### src/rtl/fetch_stage_if.sv
// Instruction-memory bus between the fetch stage (master) and the
// instruction memory (slave). Read data is combinational on the address.
interface fetch_stage_if #(
  parameter int DATA_WIDTH = 32,
  parameter int PC_WIDTH   = 11
);
  logic [PC_WIDTH-1:0]   imem_addr;
  logic                  imem_req;
  logic [DATA_WIDTH-1:0] imem_rdata;
  logic                  imem_valid;

  modport master (
    output imem_addr,
    output imem_req,
    input  imem_rdata,
    input  imem_valid
  );

  modport slave (
    input  imem_addr,
    input  imem_req,
    output imem_rdata,
    output imem_valid
  );
endinterface

### src/rtl/fetch_stage.sv
// Instruction fetch stage of the RV32I pipeline: PC register, next-PC
// selection (sequential or execute redirect), instruction-memory request and
// the IF/ID pipeline register with stall, flush and wait-state bubbles.
module fetch_stage #(
  parameter int                    DATA_WIDTH = 32,
  parameter int                    PC_WIDTH   = 11,
  parameter logic [PC_WIDTH-1:0]   RESET_PC   = '0,
  parameter logic [DATA_WIDTH-1:0] NOP_INSTR  = DATA_WIDTH'(32'h00000013)
) (
  input  logic                  i_clk,
  input  logic                  i_rst_n,
  input  logic                  i_stall_f,
  input  logic                  i_stall_d,
  input  logic                  i_flush_d,
  input  logic                  i_pcsrc_e,
  input  logic [PC_WIDTH-1:0]   i_pctarget_e,
  fetch_stage_if.master         imem,
  output logic [DATA_WIDTH-1:0] o_instr_d,
  output logic [PC_WIDTH-1:0]   o_pc_d,
  output logic [PC_WIDTH-1:0]   o_pc4_d,
  output logic                  o_valid_d
);

  // Low two bits are cleared so the PC can never become misaligned.
  localparam logic [PC_WIDTH-1:0] ALIGN_MASK   = ~PC_WIDTH'(3);
  localparam logic [PC_WIDTH-1:0] RESET_PC_ALN = RESET_PC & ALIGN_MASK;

  logic [PC_WIDTH-1:0] pc_q;
  logic [PC_WIDTH-1:0] pc_plus4;
  logic [PC_WIDTH-1:0] target_aln;

  // Sequential increment wraps naturally at the top of the address space.
  assign pc_plus4   = pc_q + PC_WIDTH'(4);
  assign target_aln = i_pctarget_e & ALIGN_MASK;

  // Memory sees the PC register directly; a request is made whenever out of reset.
  assign imem.imem_addr = pc_q;
  assign imem.imem_req  = i_rst_n;

  // PC update: redirect beats stall and wait; otherwise advance only on a completed fetch.
  always_ff @(posedge i_clk or negedge i_rst_n) begin
    if (!i_rst_n) begin
      pc_q <= RESET_PC_ALN;
    end else if (i_pcsrc_e) begin
      pc_q <= target_aln;
    end else if (!i_stall_f && imem.imem_valid) begin
      pc_q <= pc_plus4;
    end
  end

  // IF/ID register: flush beats stall; a memory wait loads a bubble so the PC refetches.
  always_ff @(posedge i_clk or negedge i_rst_n) begin
    if (!i_rst_n) begin
      o_instr_d <= NOP_INSTR;
      o_pc_d    <= '0;
      o_pc4_d   <= '0;
      o_valid_d <= 1'b0;
    end else if (i_flush_d) begin
      o_instr_d <= NOP_INSTR;
      o_pc_d    <= '0;
      o_pc4_d   <= '0;
      o_valid_d <= 1'b0;
    end else if (i_stall_d) begin
      o_instr_d <= o_instr_d;
      o_pc_d    <= o_pc_d;
      o_pc4_d   <= o_pc4_d;
      o_valid_d <= o_valid_d;
    end else if (!imem.imem_valid) begin
      o_instr_d <= NOP_INSTR;
      o_pc_d    <= '0;
      o_pc4_d   <= '0;
      o_valid_d <= 1'b0;
    end else begin
      o_instr_d <= imem.imem_rdata;
      o_pc_d    <= pc_q;
      o_pc4_d   <= pc_plus4;
      o_valid_d <= 1'b1;
    end
  end

endmodule

### src/flat_wrapper.sv
// flat-port wrapper written by rule: the top's interface ports become plain ports
module fetch_stage_flat 
#(
  parameter int                    DATA_WIDTH = 32,
  parameter int                    PC_WIDTH   = 11,
  parameter logic [PC_WIDTH-1:0]   RESET_PC   = '0,
  parameter logic [DATA_WIDTH-1:0] NOP_INSTR  = DATA_WIDTH'(32'h00000013)
)
  (i_clk, i_rst_n, i_stall_f, i_stall_d, i_flush_d, i_pcsrc_e, i_pctarget_e, o_instr_d, o_pc_d, o_pc4_d, o_valid_d, imem_imem_addr, imem_imem_req, imem_imem_rdata, imem_imem_valid);
  fetch_stage_if #(.DATA_WIDTH(DATA_WIDTH), .PC_WIDTH(PC_WIDTH)) imem_i ();
  input  logic i_clk;
  input  logic i_rst_n;
  input  logic i_stall_f;
  input  logic i_stall_d;
  input  logic i_flush_d;
  input  logic i_pcsrc_e;
  input  logic [PC_WIDTH-1:0] i_pctarget_e;
  output logic [DATA_WIDTH-1:0] o_instr_d;
  output logic [PC_WIDTH-1:0] o_pc_d;
  output logic [PC_WIDTH-1:0] o_pc4_d;
  output logic o_valid_d;
  output wire logic [$bits(imem_i.imem_addr)-1:0] imem_imem_addr;
  output wire logic [$bits(imem_i.imem_req)-1:0] imem_imem_req;
  input wire logic [$bits(imem_i.imem_rdata)-1:0] imem_imem_rdata;
  input wire logic [$bits(imem_i.imem_valid)-1:0] imem_imem_valid;
  assign imem_imem_addr = imem_i.imem_addr;
  assign imem_imem_req = imem_i.imem_req;
  assign imem_i.imem_rdata = imem_imem_rdata;
  assign imem_i.imem_valid = imem_imem_valid;
  fetch_stage #(.DATA_WIDTH(DATA_WIDTH), .PC_WIDTH(PC_WIDTH), .RESET_PC(RESET_PC), .NOP_INSTR(NOP_INSTR)) u_core (.i_clk(i_clk), .i_rst_n(i_rst_n), .i_stall_f(i_stall_f), .i_stall_d(i_stall_d), .i_flush_d(i_flush_d), .i_pcsrc_e(i_pcsrc_e), .i_pctarget_e(i_pctarget_e), .imem(imem_i), .o_instr_d(o_instr_d), .o_pc_d(o_pc_d), .o_pc4_d(o_pc4_d), .o_valid_d(o_valid_d));
endmodule
### config.mk
export PLATFORM = sky130hd
export DESIGN_NAME = fetch_stage_flat
export DESIGN_NICKNAME = d
export VERILOG_FILES = /design/src/rtl/fetch_stage_if.sv /design/src/rtl/fetch_stage.sv /design/src/flat_wrapper.sv
export SDC_FILE = /design/constraint.sdc
export NUM_CORES = 1
export LEC_CHECK = 0
export BUFFER_PORTS_ARGS = -buffer_cell sky130_fd_sc_hd__buf_2
export CORE_UTILIZATION = 46
export CTS_CLUSTER_SIZE = 30
export DETAILED_ROUTE_END_ITERATION = 8
export PLACE_DENSITY = 0.9
export RECOVER_POWER = 100
export SLEW_MARGIN = 20
export SYNTH_ARGS = -nofsm -noshare
export SYNTH_HDL_FRONTEND = slang
export SYNTH_SLANG_ARGS = --single-unit
### constraint.sdc
create_clock -name i_clk -period 1.9 [get_ports i_clk]
set_input_delay 0.095 -clock i_clk [delete_from_list [all_inputs] [get_ports i_clk]]
set_output_delay 0.095 -clock i_clk [all_outputs]
set_load 0.005 [all_outputs]
== After elaboration in Yosys (flattened, before gate mapping) ==
Cells that the tools add are included.

* Flip-flop bits (word level): 66

* Add/subtract/negate cells: 1
* Eq/ne operators: 1
* Multiplexer cells: 14
* Reductions and logical operators: 3

{| class="wikitable"
|+ Operators with widths
! operator !! count
|-
| 2-to-1 mux 32 bit || 3
|-
| 2-to-1 mux 11 bit || 8
|-
| adder 11 x 3 -> 11 bit (second input constant) || 1
|-
| 2-to-1 mux 1 bit || 3
|-
| inequality test 2 x 1 -> 1 bit (second input constant) || 1
|-
| nonzero test 2 bit || 1
|-
| logical AND 1 bit || 1
|-
| zero test 1 bit || 1
|}

== Depth between registers and ports, before layout ==
* Depth after elaboration: 4
* Gate-level depth with buffers: 5
* Gate-level depth less buffers: 4

== Least setup slack after synthesis ==
Ideal clock, no wire load.

* Kind: register -> register
* From: register u_core.pc_q[2] (netlist: u_core.imem.imem_addr[2])
* To: register u_core.pc_q[8] (netlist: u_core.imem.imem_addr[8])
* Library setup time: 82 ps
* Arrival time: 1553 ps
* Required time: 1818 ps
* Path slack: 265 ps
* Cell stages (with the launch flop): 6
* Buffers on the path: 1
* Clock period less this slack: 1635 ps
* Cells stage by stage: dfrtp_1 > ha_1 > nand3_1 > buf_2 > or4_1 > a31oi_1

* Word-level cells in the longest chain between the ends: 3

{| class="wikitable"
|+ RTL lines
! element !! line !! source
|-
| from (decl) || fetch_stage.sv:28 || <nowiki>logic [PC_WIDTH-1:0] pc_q;</nowiki>
|-
| from (signal assigned) || fetch_stage.sv:45 || <nowiki>pc_q <= target_aln;</nowiki>
|-
| from (signal assigned) || fetch_stage.sv:47 || <nowiki>pc_q <= pc_plus4;</nowiki>
|-
| adder 11 x 3 -> 11 bit || fetch_stage.sv:33 || <nowiki>assign pc_plus4 = pc_q + PC_WIDTH'(4);</nowiki>
|-
| 2-to-1 mux 11 bit || fetch_stage.sv:46 || <nowiki>end else if (!i_stall_f && imem.imem_valid) begin</nowiki>
|-
| 2-to-1 mux 11 bit || fetch_stage.sv:44 || <nowiki>end else if (i_pcsrc_e) begin</nowiki>
|}

No other way between the ends. The select of a mux whose other input is x is not followed.
A chain may end at the register's enable or synchronous reset.

== Worst setup path in the final report ==
* From: register u_core.pc_q[3] (netlist: u_core.imem.imem_addr[3])
* To: register u_core.pc_q[8] (netlist: u_core.imem.imem_addr[8])

The elaborated chain is that of the path after synthesis.

==> key figures <==
Global route
  • Largest net degree at the start of global routing: 43
  • Via count of the first global-routing pass: around 2000
  • GRT Resource Usage Total: 0.2409
  • Antenna violations before repair: 0
  • Total overflow reported by the global router: 0
  • First-pass GRT wire length: 9777 microns

Drt
  • First DRT Iteration DRCs: about 100
  • Total number of vias: 2224
  • Post-route antenna net violation count: 0
  • First-pass detailed-route iteration total: 4
  • Aggregate routed wire length: 6934 microns
  • # DRC: 0
  • Detail-routed via count per cell: about 5.3
  • Routed length per instance: 16.55 microns

Cells and area
  • Most common library cell in the layout ignoring fill and taps: sky130_fd_sc_hd__buf_2
  • Most used cells in the layout excluding fill and tap cells: sky130_fd_sc_hd__buf_2 (63), sky130_fd_sc_hd__dfrtp_1 (58), sky130_fd_sc_hd__clkbuf_1 (54), sky130_fd_sc_hd__a22o_1 (38), sky130_fd_sc_hd__dlygate4sd3_1 (32)
  • Fin nets: 395
  • Fill cell total of the finished layout: 411
  • Final antenna diode count: 0
  • Area added between synthesis and finish: 40.53%
  • Share of post-route cells with drive strength above 1: 0.2579
  • Final Instance Area: 0.003510 sq mm

STA
  • Total negative setup slack: 0 ps
  • Share of the clock period used by the worst path after layout: 0.9023
  • Worst slew margin: 0.1530
  • Top achievable clock speed: 0.5833 GHz
  • Final number of setup-violating endpoints: 0
  • Shortest clock period the worst path allows after layout: ~1700 ps
  • Final-report max-slew violation count: 0
  • Setup skew after layout: 8.788 ps
  • RSZ-0062 raised after global routing: false
  • Transition time at the pin with the least slew margin: 1271 ps
  • Final Hold Violating Endpoints: 0

Floorplanning
  • Die area: 0.005727 sq mm
  • Number of I/O pins: roughly 120
  • Placeable Area: 0.005172 sq mm
  • Placement Rows: 26
  • Initial Utilization: 0.4828
  • DIE WIDTH: around 76 microns
  • Vertical die dimension: 75.68 microns

Pwr
  • Internal power component: 2.095 mW
  • Combinational share of power: 0.134
  • Fraction of power consumed by sequential logic: 0.510
  • Overall power after layout: 2.810 mW
  • Switching part of the total power: 0.2542
  • Power per unit of standard cell area: 800.6 mW/mm^2
  • Maximum VDD drop: 0.3822 mV
  • Sw power: 0.7142 mW
  • Leakage power total: 1.673 nW
  • Clock share of power: 0.356

Critical path
  • Cell class contributing the biggest share of worst-path delay: simple AND/OR/NAND/NOR gates
  • Number of buffers and inverters on the critical path: 0
  • Crit-path max FO: 11
  • Critical path type: reg -> reg
  • Nature of the critical path startpoint: flop
  • Crit-path cells: ha_1 -> nand3_2 -> or4_1 -> a31oi_1
  • Arrival time reported for the critical path endpoint: 1970 ps
  • Slowest cell delay on critical path: 560 ps
  • Critical Path Sink Type: flop
  • Endpoint required time on the critical path: between 2000 and 2500 ps
  • Highest-delay cell along the critical path: sky130_fd_sc_hd__or4_1

Clock network
  • Sinks on the clock net: 61
  • Total number of H-tree levels: 3
  • Total clock buffers created by CTS: 9
  • Clock tree root buffer cell: sky130_fd_sc_hd__clkbuf_8
  • Skew-Pair Late Insertion Delay: 330 ps
  • Clock buffer depth: 2
  • Clock transition at the registers of the reported paths: approximately 70 ps
  • # Post-CTS Setup Buffers: 0
  • CTS tree: yes

Placed design
  • Standard cell area after detailed placement: between 0.003 and 0.004 sq mm
  • GP Congestion: 0.8651
  • Count of input and output buffers: 112
  • Detailed placer's ending HPWL: between 4000 and 5000 microns

Worst hold path
  • Hold Path Class: in -> reg

Logic synthesis
  • Commonest register cell after synthesis: sky130_fd_sc_hd__dfrtp_1
  • Post-synth cell types: 31
  • Count of flip-flops with a built-in enable after synthesis: 0
  • Post-Synthesis Mean Instance Area: 12.24 sq um
  • Share of flip-flops with an asynchronous set or reset after synthesis: 1.000
  • Count of yosys warnings during synthesis: 0
  • Sequential fraction of the synthesis area: 0.6127
  • Gate count after technology mapping: 204
  • Total of flip-flops plus latches after synthesis: 61
  • Post-Synthesis Cell Area: between 0.002 and 0.0025 sq mm

Run status
  • Outcome: complete, no violations

Run
  • Maxcap violations: 0
## layout make-up
class	instances	area (sq um)	area share
clock inverters	2	10.01	0.002852
flip-flops and latches	61	1530	0.4360
multi-input cells	120	854.6	0.2435
repair buffers	150	857.1	0.2442
clock buffers	14	162.7	0.04635
inverters	2	7.507	0.002139
well taps	70	87.58	0.02496
## through the flow
stage / std cells / worst slack, ps / hold WS, ps / util
floorplan: 205 / 264.9 / -200.6 / -
global placement: 371 / 190.4 / 79.09 / 0.6001
detailed placement: 371 / 100.5 / 102.4 / 0.6001
CTS: 418 / 95.49 / 1.990 / 0.6935
global route: 419 / 76.96 / 9.354 / 0.6785
finish: 419 / 185.7 / 13.77 / 0.6785
## flip-flops by register name, indices dropped and copies added, names as in the netlist
register and cells:
u_core.o_pc4_d 10, u_core.o_instr_d 32, u_core.o_valid_d 1, u_core.imem.imem_addr 9
u_core.o_pc_d 9
## per-layer routing
metal | track usage | vias up | wire [microns]
met5 | 0 | - | 0
met4 | 0.1049 | 0 | 91
met3 | 0.05159 | 10 | 446
met2 | 0.4058 | 88 | 3380
met1 | 0.3012 | 1087 | 3015
li1 | - | 1039 | -
## repair_timing
item / 4_1_cts / 5_1_grt
resized for setup: 0 / 1
hold endpoints to repair: 46 / 1
setup endpoints to repair: 0 / 2
hold buffers: 31 / 1
## path summary, 6_finish.rpt
| kind | slack (ps) | depth (start not counted) | from | endpoint |
|---|---|---|---|---|
| setup / recovery | 190 | 4 | u_core.imem.imem_addr[3] | u_core.imem.imem_addr[8] |
| hold / removal | 10 | 2 | imem_imem_rdata[13] | u_core.o_instr_d[13] |
| setup reg to reg | 190 | 4 | u_core.imem.imem_addr[3] | u_core.imem.imem_addr[8] |
| hold reg to reg | 480 | 2 | u_core.o_valid_d | u_core.o_valid_d |
| max in group asynchronous | 360 | 3 | i_rst_n | u_core.o_instr_d[24] |
| min in group asynchronous | 270 | 2 | i_rst_n | u_core.o_instr_d[14] |
## kinds of logic (layout without fill, tap and decap cells)
kind of cell	after synthesis	count (layout)	share of synthesized area
AND/OR/NAND/NOR	48	48	0.1057
multiplexers	2	2	0.008517
XOR/XNOR	5	5	0.01754
buffers and inverters	24	168	0.04960
AO/OA/AOI/OAI	62	62	0.1994
other	1	2	0.001502
adder cells (fa/ha/maj)	1	1	0.005009
flip-flops	61	61	0.6127
## power groups by stage
stage / registers (mW) / clock network (mW) / logic (mW)
2_1_floorplan: 1.44 / 0 / 0.148
3_3_place_gp: 1.44 / 0 / 0.331
3_5_place_dp: 1.45 / 0 / 0.339
4_1_cts: 1.43 / 1.01 / 0.391
5_1_grt: 1.44 / 1.08 / 0.419
6_report: 1.43 / 1.00 / 0.377
## Yosys cell counts, drive strengths merged (2+ instances only)
master / number / area, sq um
dfrtp: 58 / 1451
a22o: 38 / 332.8
nand2: 16 / 60.06
clkbuf: 13 / 50.04
or4: 10 / 75.07
buf: 9 / 66.31
nand3: 9 / 45.04
o21ai: 7 / 35.03
o211ai: 6 / 45.04
a31oi: 4 / 25.02
nor2: 4 / 15.01
o31ai: 4 / 30.03
dfstp: 3 / 78.83
o22a: 3 / 30.03
xnor2: 3 / 26.28
inv: 2 / 7.510
nand2b: 2 / 12.51
nand4: 2 / 12.51
xor2: 2 / 17.52
Power figures use the tool's default switching activity.
